`src/rtl/fp_div_arbiter_if.sv`:
```
// fp_div_arbiter_if: requester, response and divider signals of the shared FP divider arbiter
interface fp_div_arbiter_if #(
    parameter int DATA_WIDTH = 64
);
    logic                  in_req0_valid;
    logic [DATA_WIDTH-1:0] in_req0_numA;
    logic [DATA_WIDTH-1:0] in_req0_numB;
    logic                  out_req0_ready;
    logic                  in_req1_valid;
    logic [DATA_WIDTH-1:0] in_req1_numA;
    logic [DATA_WIDTH-1:0] in_req1_numB;
    logic                  out_req1_ready;
    logic                  out_resp0_valid;
    logic [DATA_WIDTH-1:0] out_resp0_result;
    logic                  out_resp0_divz;
    logic                  in_resp0_ready;
    logic                  out_resp1_valid;
    logic [DATA_WIDTH-1:0] out_resp1_result;
    logic                  out_resp1_divz;
    logic                  in_resp1_ready;
    logic [DATA_WIDTH-1:0] out_div_numA;
    logic [DATA_WIDTH-1:0] out_div_numB;
    logic [DATA_WIDTH-1:0] in_div_result;
    logic                  out_busy;

    modport slave (
        input  in_req0_valid, in_req0_numA, in_req0_numB,
        input  in_req1_valid, in_req1_numA, in_req1_numB,
        input  in_resp0_ready, in_resp1_ready, in_div_result,
        output out_req0_ready, out_req1_ready,
        output out_resp0_valid, out_resp0_result, out_resp0_divz,
        output out_resp1_valid, out_resp1_result, out_resp1_divz,
        output out_div_numA, out_div_numB, out_busy
    );

    modport master (
        output in_req0_valid, in_req0_numA, in_req0_numB,
        output in_req1_valid, in_req1_numA, in_req1_numB,
        output in_resp0_ready, in_resp1_ready, in_div_result,
        input  out_req0_ready, out_req1_ready,
        input  out_resp0_valid, out_resp0_result, out_resp0_divz,
        input  out_resp1_valid, out_resp1_result, out_resp1_divz,
        input  out_div_numA, out_div_numB, out_busy
    );
endinterface

```
`src/rtl/fp_div_arbiter.sv`:
```
// fp_div_arbiter: round-robin sharing of one combinational FP divider between two requesters
module fp_div_arbiter #(
    parameter int DATA_WIDTH  = 64,
    parameter int DIV_LATENCY = 4
) (
    input  logic             in_clk,
    input  logic             in_rst,
    fp_div_arbiter_if.slave  bus
);
    typedef enum logic [1:0] {IDLE, EXEC, RESP} state_t;

    state_t                r_state;
    logic                  r_last;
    logic                  r_owner;
    logic                  r_busy;
    logic                  r_rv0;
    logic                  r_rv1;
    logic                  r_divz;
    logic [3:0]            r_cnt;
    logic [DATA_WIDTH-1:0] r_numA;
    logic [DATA_WIDTH-1:0] r_numB;
    logic [DATA_WIDTH-1:0] r_result;

    logic                  w_idle;
    logic                  w_grant1;
    logic                  w_accept;
    logic                  w_zero;
    logic                  w_resp_hs;
    logic [DATA_WIDTH-1:0] w_numA;
    logic [DATA_WIDTH-1:0] w_numB;

    // requester 1 wins when alone, or when both ask and requester 0 was served last
    assign w_idle    = r_state == IDLE;
    assign w_grant1  = bus.in_req1_valid && (!bus.in_req0_valid || !r_last);
    assign w_accept  = w_idle && (bus.in_req0_valid || bus.in_req1_valid);
    assign w_numA    = w_grant1 ? bus.in_req1_numA : bus.in_req0_numA;
    assign w_numB    = w_grant1 ? bus.in_req1_numB : bus.in_req0_numB;
    assign w_zero    = w_numB[DATA_WIDTH-2:0] == '0;
    assign w_resp_hs = (r_rv0 && bus.in_resp0_ready) || (r_rv1 && bus.in_resp1_ready);

    assign bus.out_req0_ready   = w_idle && bus.in_req0_valid && !w_grant1;
    assign bus.out_req1_ready   = w_idle && w_grant1;
    assign bus.out_resp0_valid  = r_rv0;
    assign bus.out_resp1_valid  = r_rv1;
    assign bus.out_resp0_result = r_result;
    assign bus.out_resp1_result = r_result;
    assign bus.out_resp0_divz   = r_divz;
    assign bus.out_resp1_divz   = r_divz;
    assign bus.out_div_numA     = r_numA;
    assign bus.out_div_numB     = r_numB;
    assign bus.out_busy         = r_busy;

    // control FSM: accept and latch operands, hold them for the divider window, present the result
    always_ff @(posedge in_clk or posedge in_rst) begin
        if (in_rst) begin
            r_state  <= IDLE;
            r_last   <= 1'b1;
            r_owner  <= 1'b0;
            r_busy   <= 1'b0;
            r_rv0    <= 1'b0;
            r_rv1    <= 1'b0;
            r_divz   <= 1'b0;
            r_cnt    <= 4'd0;
            r_numA   <= '0;
            r_numB   <= '0;
            r_result <= '0;
        end else begin
            case (r_state)
                IDLE: if (w_accept) begin
                    r_numA  <= w_numA;
                    r_numB  <= w_numB;
                    r_owner <= w_grant1;
                    r_last  <= w_grant1;
                    r_busy  <= 1'b1;
                    if (w_zero) begin
                        r_result <= {w_numA[DATA_WIDTH-1] ^ w_numB[DATA_WIDTH-1], 11'h7FF, 52'd0};
                        r_divz   <= 1'b1;
                        r_rv0    <= !w_grant1;
                        r_rv1    <= w_grant1;
                        r_state  <= RESP;
                    end else begin
                        r_cnt   <= 4'(DIV_LATENCY - 1);
                        r_divz  <= 1'b0;
                        r_state <= EXEC;
                    end
                end
                EXEC: if (r_cnt == 4'd0) begin
                    r_result <= bus.in_div_result;
                    r_rv0    <= !r_owner;
                    r_rv1    <= r_owner;
                    r_state  <= RESP;
                end else begin
                    r_cnt <= r_cnt - 4'd1;
                end
                RESP: if (w_resp_hs) begin
                    r_rv0   <= 1'b0;
                    r_rv1   <= 1'b0;
                    r_busy  <= 1'b0;
                    r_state <= IDLE;
                end
                default: r_state <= IDLE;
            endcase
        end
    end
endmodule

```
`src/flat_wrapper.sv`:
```
// flat-port wrapper written by rule: the top's interface ports become plain ports
module fp_div_arbiter_flat 
#(
    parameter int DATA_WIDTH  = 64,
    parameter int DIV_LATENCY = 4
)
  (in_clk, in_rst, bus_in_req0_valid, bus_in_req0_numA, bus_in_req0_numB, bus_in_req1_valid, bus_in_req1_numA, bus_in_req1_numB, bus_in_resp0_ready, bus_in_resp1_ready, bus_in_div_result, bus_out_req0_ready, bus_out_req1_ready, bus_out_resp0_valid, bus_out_resp0_result, bus_out_resp0_divz, bus_out_resp1_valid, bus_out_resp1_result, bus_out_resp1_divz, bus_out_div_numA, bus_out_div_numB, bus_out_busy);
  fp_div_arbiter_if #(.DATA_WIDTH(DATA_WIDTH)) bus_i ();
  input  logic in_clk;
  input  logic in_rst;
  input wire logic [$bits(bus_i.in_req0_valid)-1:0] bus_in_req0_valid;
  input wire logic [$bits(bus_i.in_req0_numA)-1:0] bus_in_req0_numA;
  input wire logic [$bits(bus_i.in_req0_numB)-1:0] bus_in_req0_numB;
  input wire logic [$bits(bus_i.in_req1_valid)-1:0] bus_in_req1_valid;
  input wire logic [$bits(bus_i.in_req1_numA)-1:0] bus_in_req1_numA;
  input wire logic [$bits(bus_i.in_req1_numB)-1:0] bus_in_req1_numB;
  input wire logic [$bits(bus_i.in_resp0_ready)-1:0] bus_in_resp0_ready;
  input wire logic [$bits(bus_i.in_resp1_ready)-1:0] bus_in_resp1_ready;
  input wire logic [$bits(bus_i.in_div_result)-1:0] bus_in_div_result;
  output wire logic [$bits(bus_i.out_req0_ready)-1:0] bus_out_req0_ready;
  output wire logic [$bits(bus_i.out_req1_ready)-1:0] bus_out_req1_ready;
  output wire logic [$bits(bus_i.out_resp0_valid)-1:0] bus_out_resp0_valid;
  output wire logic [$bits(bus_i.out_resp0_result)-1:0] bus_out_resp0_result;
  output wire logic [$bits(bus_i.out_resp0_divz)-1:0] bus_out_resp0_divz;
  output wire logic [$bits(bus_i.out_resp1_valid)-1:0] bus_out_resp1_valid;
  output wire logic [$bits(bus_i.out_resp1_result)-1:0] bus_out_resp1_result;
  output wire logic [$bits(bus_i.out_resp1_divz)-1:0] bus_out_resp1_divz;
  output wire logic [$bits(bus_i.out_div_numA)-1:0] bus_out_div_numA;
  output wire logic [$bits(bus_i.out_div_numB)-1:0] bus_out_div_numB;
  output wire logic [$bits(bus_i.out_busy)-1:0] bus_out_busy;
  assign bus_i.in_req0_valid = bus_in_req0_valid;
  assign bus_i.in_req0_numA = bus_in_req0_numA;
  assign bus_i.in_req0_numB = bus_in_req0_numB;
  assign bus_i.in_req1_valid = bus_in_req1_valid;
  assign bus_i.in_req1_numA = bus_in_req1_numA;
  assign bus_i.in_req1_numB = bus_in_req1_numB;
  assign bus_i.in_resp0_ready = bus_in_resp0_ready;
  assign bus_i.in_resp1_ready = bus_in_resp1_ready;
  assign bus_i.in_div_result = bus_in_div_result;
  assign bus_out_req0_ready = bus_i.out_req0_ready;
  assign bus_out_req1_ready = bus_i.out_req1_ready;
  assign bus_out_resp0_valid = bus_i.out_resp0_valid;
  assign bus_out_resp0_result = bus_i.out_resp0_result;
  assign bus_out_resp0_divz = bus_i.out_resp0_divz;
  assign bus_out_resp1_valid = bus_i.out_resp1_valid;
  assign bus_out_resp1_result = bus_i.out_resp1_result;
  assign bus_out_resp1_divz = bus_i.out_resp1_divz;
  assign bus_out_div_numA = bus_i.out_div_numA;
  assign bus_out_div_numB = bus_i.out_div_numB;
  assign bus_out_busy = bus_i.out_busy;
  fp_div_arbiter #(.DATA_WIDTH(DATA_WIDTH), .DIV_LATENCY(DIV_LATENCY)) u_core (.in_clk(in_clk), .in_rst(in_rst), .bus(bus_i));
endmodule
```
`config.mk`:
```
export PLATFORM = sky130hd
export DESIGN_NAME = fp_div_arbiter_flat
export DESIGN_NICKNAME = d
export VERILOG_FILES = /design/src/rtl/fp_div_arbiter_if.sv /design/src/rtl/fp_div_arbiter.sv /design/src/flat_wrapper.sv
export SDC_FILE = /design/constraint.sdc
export NUM_CORES = 1
export LEC_CHECK = 0
export CAP_MARGIN = 20
export CORE_AREA = 2 2 227 229
export DETAILED_ROUTE_END_ITERATION = 12
export DIE_AREA = 0 0 229 231
export HOLD_SLACK_MARGIN = 0.06
export PLACE_DENSITY_LB_ADDON = 0.08
export SYNTH_ARGS = -nofsm -noshare
export SYNTH_HDL_FRONTEND = slang
export SYNTH_SLANG_ARGS = --single-unit
```
`constraint.sdc`:
```
create_clock -name in_clk -period 9.1 [get_ports in_clk]
set_input_delay 1.365 -clock in_clk [delete_from_list [all_inputs] [get_ports in_clk]]
set_output_delay 1.365 -clock in_clk [all_outputs]
set_load 0.01 [all_outputs]
```
==> summary.txt, run 1 <==
Floorplanning
  – Io pins: 589
  – # rows: 83
  – Initial Util: 0.200
  – Die Wd: 229 um
  – Die H: 231 um
  – Die area: 52,900 um^2
  – Core ar.: 50,700 um^2

Placement
  – IO Port Bufs: 588
  – Dpl ws: 4.09 ns
  – Gpl congestion: 0.780
  – Dpl cells: 2,163
  – Dpl hpwl: 31,500 um

Timing
  – Worst-margin pin slew: 1.11 ns
  – Setup TNS: 0 ns
  – Setup violations, final: 0
  – Post-route clock period utilization: 0.543
  – Crit path time final: 4.94 ns
  – RSZ-0062 raised after global routing: false
  – Clock Skew: 0.0114 ns
  – Slew HR: 0.261
  – Final Hold Viols: 0
  – Hold_ws: 0.474 ns
  – Final worst slack: 4.16 ns
  – Fmax: 202 MHz
  – Max-slew violations: 0

Synthesis
  – Register area share after synthesis: 0.503
  – Syn nets: 1,342
  – Fraction of registers with async set/reset: 1.00
  – Post-synthesis register bit count: 204
  – Netlist cell types: 45
  – Cell area after synthesis: 10,200 um^2
  – Syn Inst Count: 1,011
  – Syn Area/Cell: 10.0 um^2
  – Ys flop type: dfrtp_1
  – Post-synth EDFFs: 0
  – Synth warn: 0

GRT
  – Gr usage total: 0.150
  – Initial antenna violation count: 4
  – Vias in the first global route: 9,412
  – Largest net degree at the start of global routing: 202
  – First-pass GRT wire length: 60,500 um
  – GRT overflow: 0

Power
  – Psw: 1740 uW
  – Worst vdd ir: 0.171 mV
  – Combinational power share: 0.471
  – Cell leakage power: 0.00694 uW
  – Pwr dens: 280 nW/um^2
  – Clk network pwr share: 0.214
  – Power share of the sequential group: 0.315
  – P_int: 3030 uW
  – Switching Share: 0.364

Setup path
  – Crit path DAT: 3.58 ns
  – Critical Path RT: 7.74 ns
  – Crit. Startpoint: bus_in_req1_valid
  – Worst path max stage delay: 0.60 ns
  – Max FO, Critical Path: 38
  – CP Cell Sequence: clkdlybuf4s50_1, a21boi_4, buf_4, and2_1, clkdlybuf4s50_1
  – Worst path most repeated cell: clkdlybuf4s50_1
  – Setup Crit Path Kind: input port to output port
  – Worst r2r src: u_core.r_last
  – Critical Path Slowest Stage Cell: clkdlybuf4s50_1
  – CP endpoint kind: output port
  – Setup crit start kind: input port

Clock network
  – Worst-Skew Late Latency: 0.55 ns
  – Worst-path clk slew: 0.05 ns
  – CTS tree: yes
  – H-tree level count: 1
  – Hold buffer count at CTS: 0
  – CTS resizes: 0
  – CTS Buffer Depth: 3
  – Sink Count: 204
  – TritonCTS Buffers: 27
  – Clock root buffer: clkbuf_16
  – Post-CTS Setup Inserts: 0

Detailed routing
  – DRT iter0 DRCs: 337
  – Via count of the routed design: 8,922
  – Vias per inst: 4.03
  – Antenna Violating Nets Remaining: 0
  – Routed wire length: 41,000 um
  – DR pass1 iterations: 4
  – WL per Instance: 18.5 um
  – Remaining DRCs: 0

Cells and area
  – Fin nets: 1,843
  – Most frequent cells in the layout: clkdlybuf4s50_1 (588), dfrtp_1 (203), nand2_1 (196), mux2i_1 (180), o21ai_0 (138)
  – Share of cells above drive strength 1: 0.0347
  – Layout area overhead: 67.6%
  – Fin cells: 2,213
  – Most common cell after layout, fill and taps aside: clkdlybuf4s50_1

Hold path
  – Worst hold path class: register to register
  – Source of the worst hold timing path: u_core.bus.out_div_numA[11]

Run status
  – Outcome: completed

Flow run
  – Maxcap violations: 0
-- cell type report --
| type | count | area, um^2 |
|---|---|---|
| antenna | 4 | 10.0 |
| clock buffer | 41 | 768 |
| multi-input combinational | 622 | 4030 |
| inverter | 61 | 236 |
| tap | 680 | 851 |
| sequential | 204 | 5110 |
| fill | 5262 | 33700 |
| timing repair buffer | 596 | 5970 |
| clock inverter | 5 | 52.6 |
-- final timing paths --
path / to / slack, ns / cells after the start
max reg2reg: u_core.bus.out_resp0_result[23] / 5.57 / 9
min in group asynchronous: u_core.bus.out_resp0_result[8] / 1.35 / 2
max: bus_out_req1_ready / 4.16 / 5
min reg2reg: u_core.bus.out_div_numA[11] / 0.47 / 2
min: u_core.bus.out_div_numA[11] / 0.47 / 2
max in group asynchronous: u_core.bus.out_div_numB[6] / 6.43 / 3
-- state kept, by name (all words and copies together), names as in the netlist --
signal,cells
u_core.bus.out_busy,1
u_core.bus.out_div_numA,64
u_core.bus.out_div_numB,64
u_core.bus.out_resp0_divz,1
u_core.bus.out_resp0_result,64
u_core.bus.out_resp0_valid,1
u_core.bus.out_resp1_valid,1
u_core.r_cnt,4
u_core.r_last,1
u_core.r_owner,1
u_core.r_state,2
-- cell usage after synthesis (2+ instances only) --
| cell type | instances | area share |
|---|---|---|
| dfrtp_1 | 203 | 0.50 |
| nand2_1 | 196 | 0.072 |
| mux2i_1 | 180 | 0.18 |
| o21ai_0 | 138 | 0.068 |
| buf_4 | 65 | 0.048 |
| inv_1 | 61 | 0.023 |
| clkbuf_1 | 35 | 0.013 |
| nor4_1 | 28 | 0.017 |
| buf_2 | 11 | 0.0054 |
| o22a_1 | 11 | 0.0095 |
| nor2_1 | 9 | 0.0033 |
| buf_1 | 6 | 0.0022 |
| nand4_1 | 6 | 0.0037 |
| buf_12 | 5 | 0.0099 |
| ha_1 | 5 | 0.0062 |
| nor3_1 | 5 | 0.0025 |
| a21oi_1 | 4 | 0.0020 |
| or4_1 | 4 | 0.0030 |
| mux2_1 | 3 | 0.0033 |
| a21o_1 | 2 | 0.0015 |
| a31oi_1 | 2 | 0.0012 |
| and2_1 | 2 | 0.0012 |
| buf_6 | 2 | 0.0022 |
| nand3_1 | 2 | 0.00099 |
| nand3b_1 | 2 | 0.0015 |
| o21a_1 | 2 | 0.0015 |
| o21ai_1 | 2 | 0.00099 |
| o32a_1 | 2 | 0.0020 |
| o41ai_1 | 2 | 0.0017 |
-- kinds of logic (layout without fill, tap and decap cells) --
family / after synthesis / in the layout / synth area share
buffers and inverters: 185 / 703 / 0.103
other: 0 / 4 / 0
adders and majority gates: 5 / 5 / 0.00616
xor gates and xnor gates: 2 / 2 / 0.00173
and+or+nand+nor: 259 / 259 / 0.110
DFF: 204 / 204 / 0.503
AOI/OAI and AO/OA: 173 / 173 / 0.0956
muxes: 183 / 183 / 0.181
-- critical path: cells and delay by family --
family / cells / cell delay [ns]
compound gates: 1 / 0.25
buf+inv: 3 / 1.69
simple gates: 1 / 0.27
-- power groups by stage --
stage          sequential [uW]  combinational (uW)  clock (uW)
2_1_floorplan             1650                 947           0
3_3_place_gp              1510                2310           0
3_5_place_dp              1520                2300           0
4_1_cts                   1510                2310        1070
5_1_grt                   1560                2460        1100
6_report                  1500                2250        1020
-- metal layers --
layer | vias up | track usage | share of wire
met5 | - | 0 | 0
met4 | 0 | 0.0495 | 0.029
met3 | 51 | 0.0441 | 0.072
met2 | 315 | 0.267 | 0.50
met1 | 4167 | 0.171 | 0.40
li1 | 4389 | - | -
-- stage by stage --
stage          power, uW   util  cell area, um^2
3_3_place_gp        3810  0.319            16200
4_1_cts             4890  0.336            17000
2_1_floorplan       2600      -            10200
6_report            4770  0.336            17000
5_1_grt             5130  0.336            17000
3_5_place_dp        3820  0.319            16200
No activity file was read; power rests on OpenSTA's default activity.
==> inputs of run 2 (changes only) <==
==> constraint.sdc (replaced) <==
create_clock -name in_clk -period 4.7 [get_ports in_clk]
set_input_delay 0.705 -clock in_clk [delete_from_list [all_inputs] [get_ports in_clk]]
set_output_delay 0.705 -clock in_clk [all_outputs]
set_load 0.01 [all_outputs]
==> run 2 against run 1 <==
Clock skew rose by 0.0015 ns. Final cell count rose by 0.36%. Design area rose by 0.88%. Total power rose by 97%. Global-route usage rose by 0.32 points. Via count did not move. Non-clock buffer count rose by 3. Core utilization rose by 0.30 points. Combinational power rose by 94%. Clock power rose by 110%. Critical endpoint unchanged.
==> summary.txt, run 2 (same netlist as run 1, synthesis figures left out) <==
Clock network
  – TritonCTS Buffers: 28
  – Post-CTS Setup Inserts: 0
  – Worst-Skew Late Latency: 0.56 ns
  – H-tree level count: 1
  – Sink Count: 204
  – Worst-path clk slew: 0.06 ns
  – Clock root buffer: clkbuf_16
  – Hold buffer count at CTS: 0
  – CTS resizes: 0
  – CTS Buffer Depth: 3
  – CTS tree: yes

Setup path
  – Critical Path RT: 3.99 ns
  – Setup Crit Path Kind: input port to output port
  – CP endpoint kind: output port
  – Crit path DAT: 2.85 ns
  – Setup crit start kind: input port
  – Max FO, Critical Path: 22

GRT
  – Met3 Use GR: 0.0521
  – Gr usage total: 0.153
  – First-pass GRT wire length: 61,300 um
  – GRT overflow: 0
  – Initial antenna violation count: 5
  – Vias in the first global route: 9,440
  – M2 GR Usage: 0.273
  – GRT Max-Usage Layer: met2
  – Largest net degree at the start of global routing: 173
  – GRT met1 Usage: 0.168

Hold path
  – Worst hold path class: register to register

Floorplanning
  – # rows: 83
  – Die area: 52,900 um^2
  – Core ar.: 50,700 um^2
  – Die H: 231 um
  – Initial Util: 0.200
  – Io pins: 589
  – Die Wd: 229 um

Detailed routing
  – DRT iter0 DRCs: 294
  – Via count of the routed design: 8,922
  – Routed wire length: 42,100 um
  – Antenna Violating Nets Remaining: 0
  – DR pass1 iterations: 4
  – Remaining DRCs: 0
  – WL per Instance: 18.9 um
  – Vias per inst: 4.02

Cells and area
  – Share of cells above drive strength 1: 0.0410
  – Most common cell after layout, fill and taps aside: clkdlybuf4s50_1
  – Fillers: 5,305
  – Layout area overhead: 69.1%
  – Fin nets: 1,847
  – Most frequent cells in the layout: clkdlybuf4s50_1 (588), dfrtp_1 (203), nand2_1 (196), mux2i_1 (180), o21ai_0 (138)
  – Fin cells: 2,221

Power
  – Tot Pwr: 9410 uW
  – Cell leakage power: 0.00701 uW
  – Worst vdd ir: 0.307 mV
  – Pwr dens: 548 nW/um^2

Timing
  – Final Hold Viols: 0
  – Post-route clock period utilization: 0.756
  – Setup violations, final: 0
  – Setup TNS: 0 ns
  – Slew HR: 0.452
  – Final worst slack: 1.15 ns
  – Fmax: 282 MHz
  – Worst-margin pin slew: 0.822 ns
  – RSZ-0062 raised after global routing: false
  – Clock Skew: 0.0129 ns
  – Max-slew violations: 0
  – Crit path time final: 3.55 ns

Flow run
  – Maxcap violations: 0

Placement
  – Dpl ws: 0.772 ns
  – IO Port Bufs: 588
  – Dpl cells: 2,166
  – Gpl congestion: 0.803
  – Dpl hpwl: 32,500 um

Run status
  – Outcome: completed
[run 2: cell count changes in the layout (fill, tap and decap cells not counted), sizes merged]
| cell | previous run | this run |
|---|---|---|
| clkbuf | 41 | 44 |
| clkinv | 3 | 5 |
| clkinvlp | 1 | 2 |
| inv | 61 | 60 |
| buf | 8 | 11 |
[run 2: cell type report]
| cell class | instances | area, um^2 | area share |
|---|---|---|---|
| Clock inverter | 7 | 62.6 | 0.00364 |
| Multi-Input combinational cell | 622 | 4030 | 0.234 |
| Tap cell | 680 | 851 | 0.0495 |
| Clock buffer | 44 | 852 | 0.0496 |
| Inverter | 61 | 233 | 0.0136 |
| Timing Repair Buffer | 599 | 6030 | 0.351 |
| Antenna cell | 4 | 10.0 | 0.000583 |
| Sequential cell | 204 | 5110 | 0.297 |
[run 2: metrics by stage]
| step | utilization | area, um^2 | hold slack (ns) |
|---|---|---|---|
| finish | 0.339 | 17200 | 0.474 |
| global route | 0.339 | 17200 | 0.502 |
| CTS | 0.339 | 17200 | 0.483 |
| detailed placement | 0.321 | 16200 | 0.470 |
| global placement | 0.321 | 16200 | 0.462 |
| floorplan | - | 10200 | 0.464 |
[run 2: final timing paths]
path                                                   from                              end  slack (ns)  cells after the start
worst max-delay path                      bus_in_req1_valid               bus_out_req1_ready        1.15                      5
worst min-delay path            u_core.bus.out_div_numA[30]      u_core.bus.out_div_numA[30]        0.47                      2
worst max register to register                u_core.r_last  u_core.bus.out_resp0_result[52]        1.78                      7
worst min register to register  u_core.bus.out_div_numA[30]      u_core.bus.out_div_numA[30]        0.47                      2
max in group asynchronous                            in_rst      u_core.bus.out_div_numA[43]        3.34                      3
min in group asynchronous                            in_rst  u_core.bus.out_resp0_result[63]        0.63                      3
[run 2: layer usage]
metal	wire (um)	part of all wire
met5	13	0.00031
met4	1610	0.038
met3	3370	0.080
met2	20900	0.50
met1	16200	0.38
[run 2: report_power, final]
part           switching (uW)  internal [uW]  total (uW)
combinational            2130           2240        4370
clock                     842           1290        2130
sequential                435           2480        2910
[run 2: critical path: stages]
cell	delay (ns)
clkdlybuf4s50_1	0.58
a21boi_4	0.27
buf_4	0.40
and2_1	0.26
clkdlybuf4s50_1	0.62
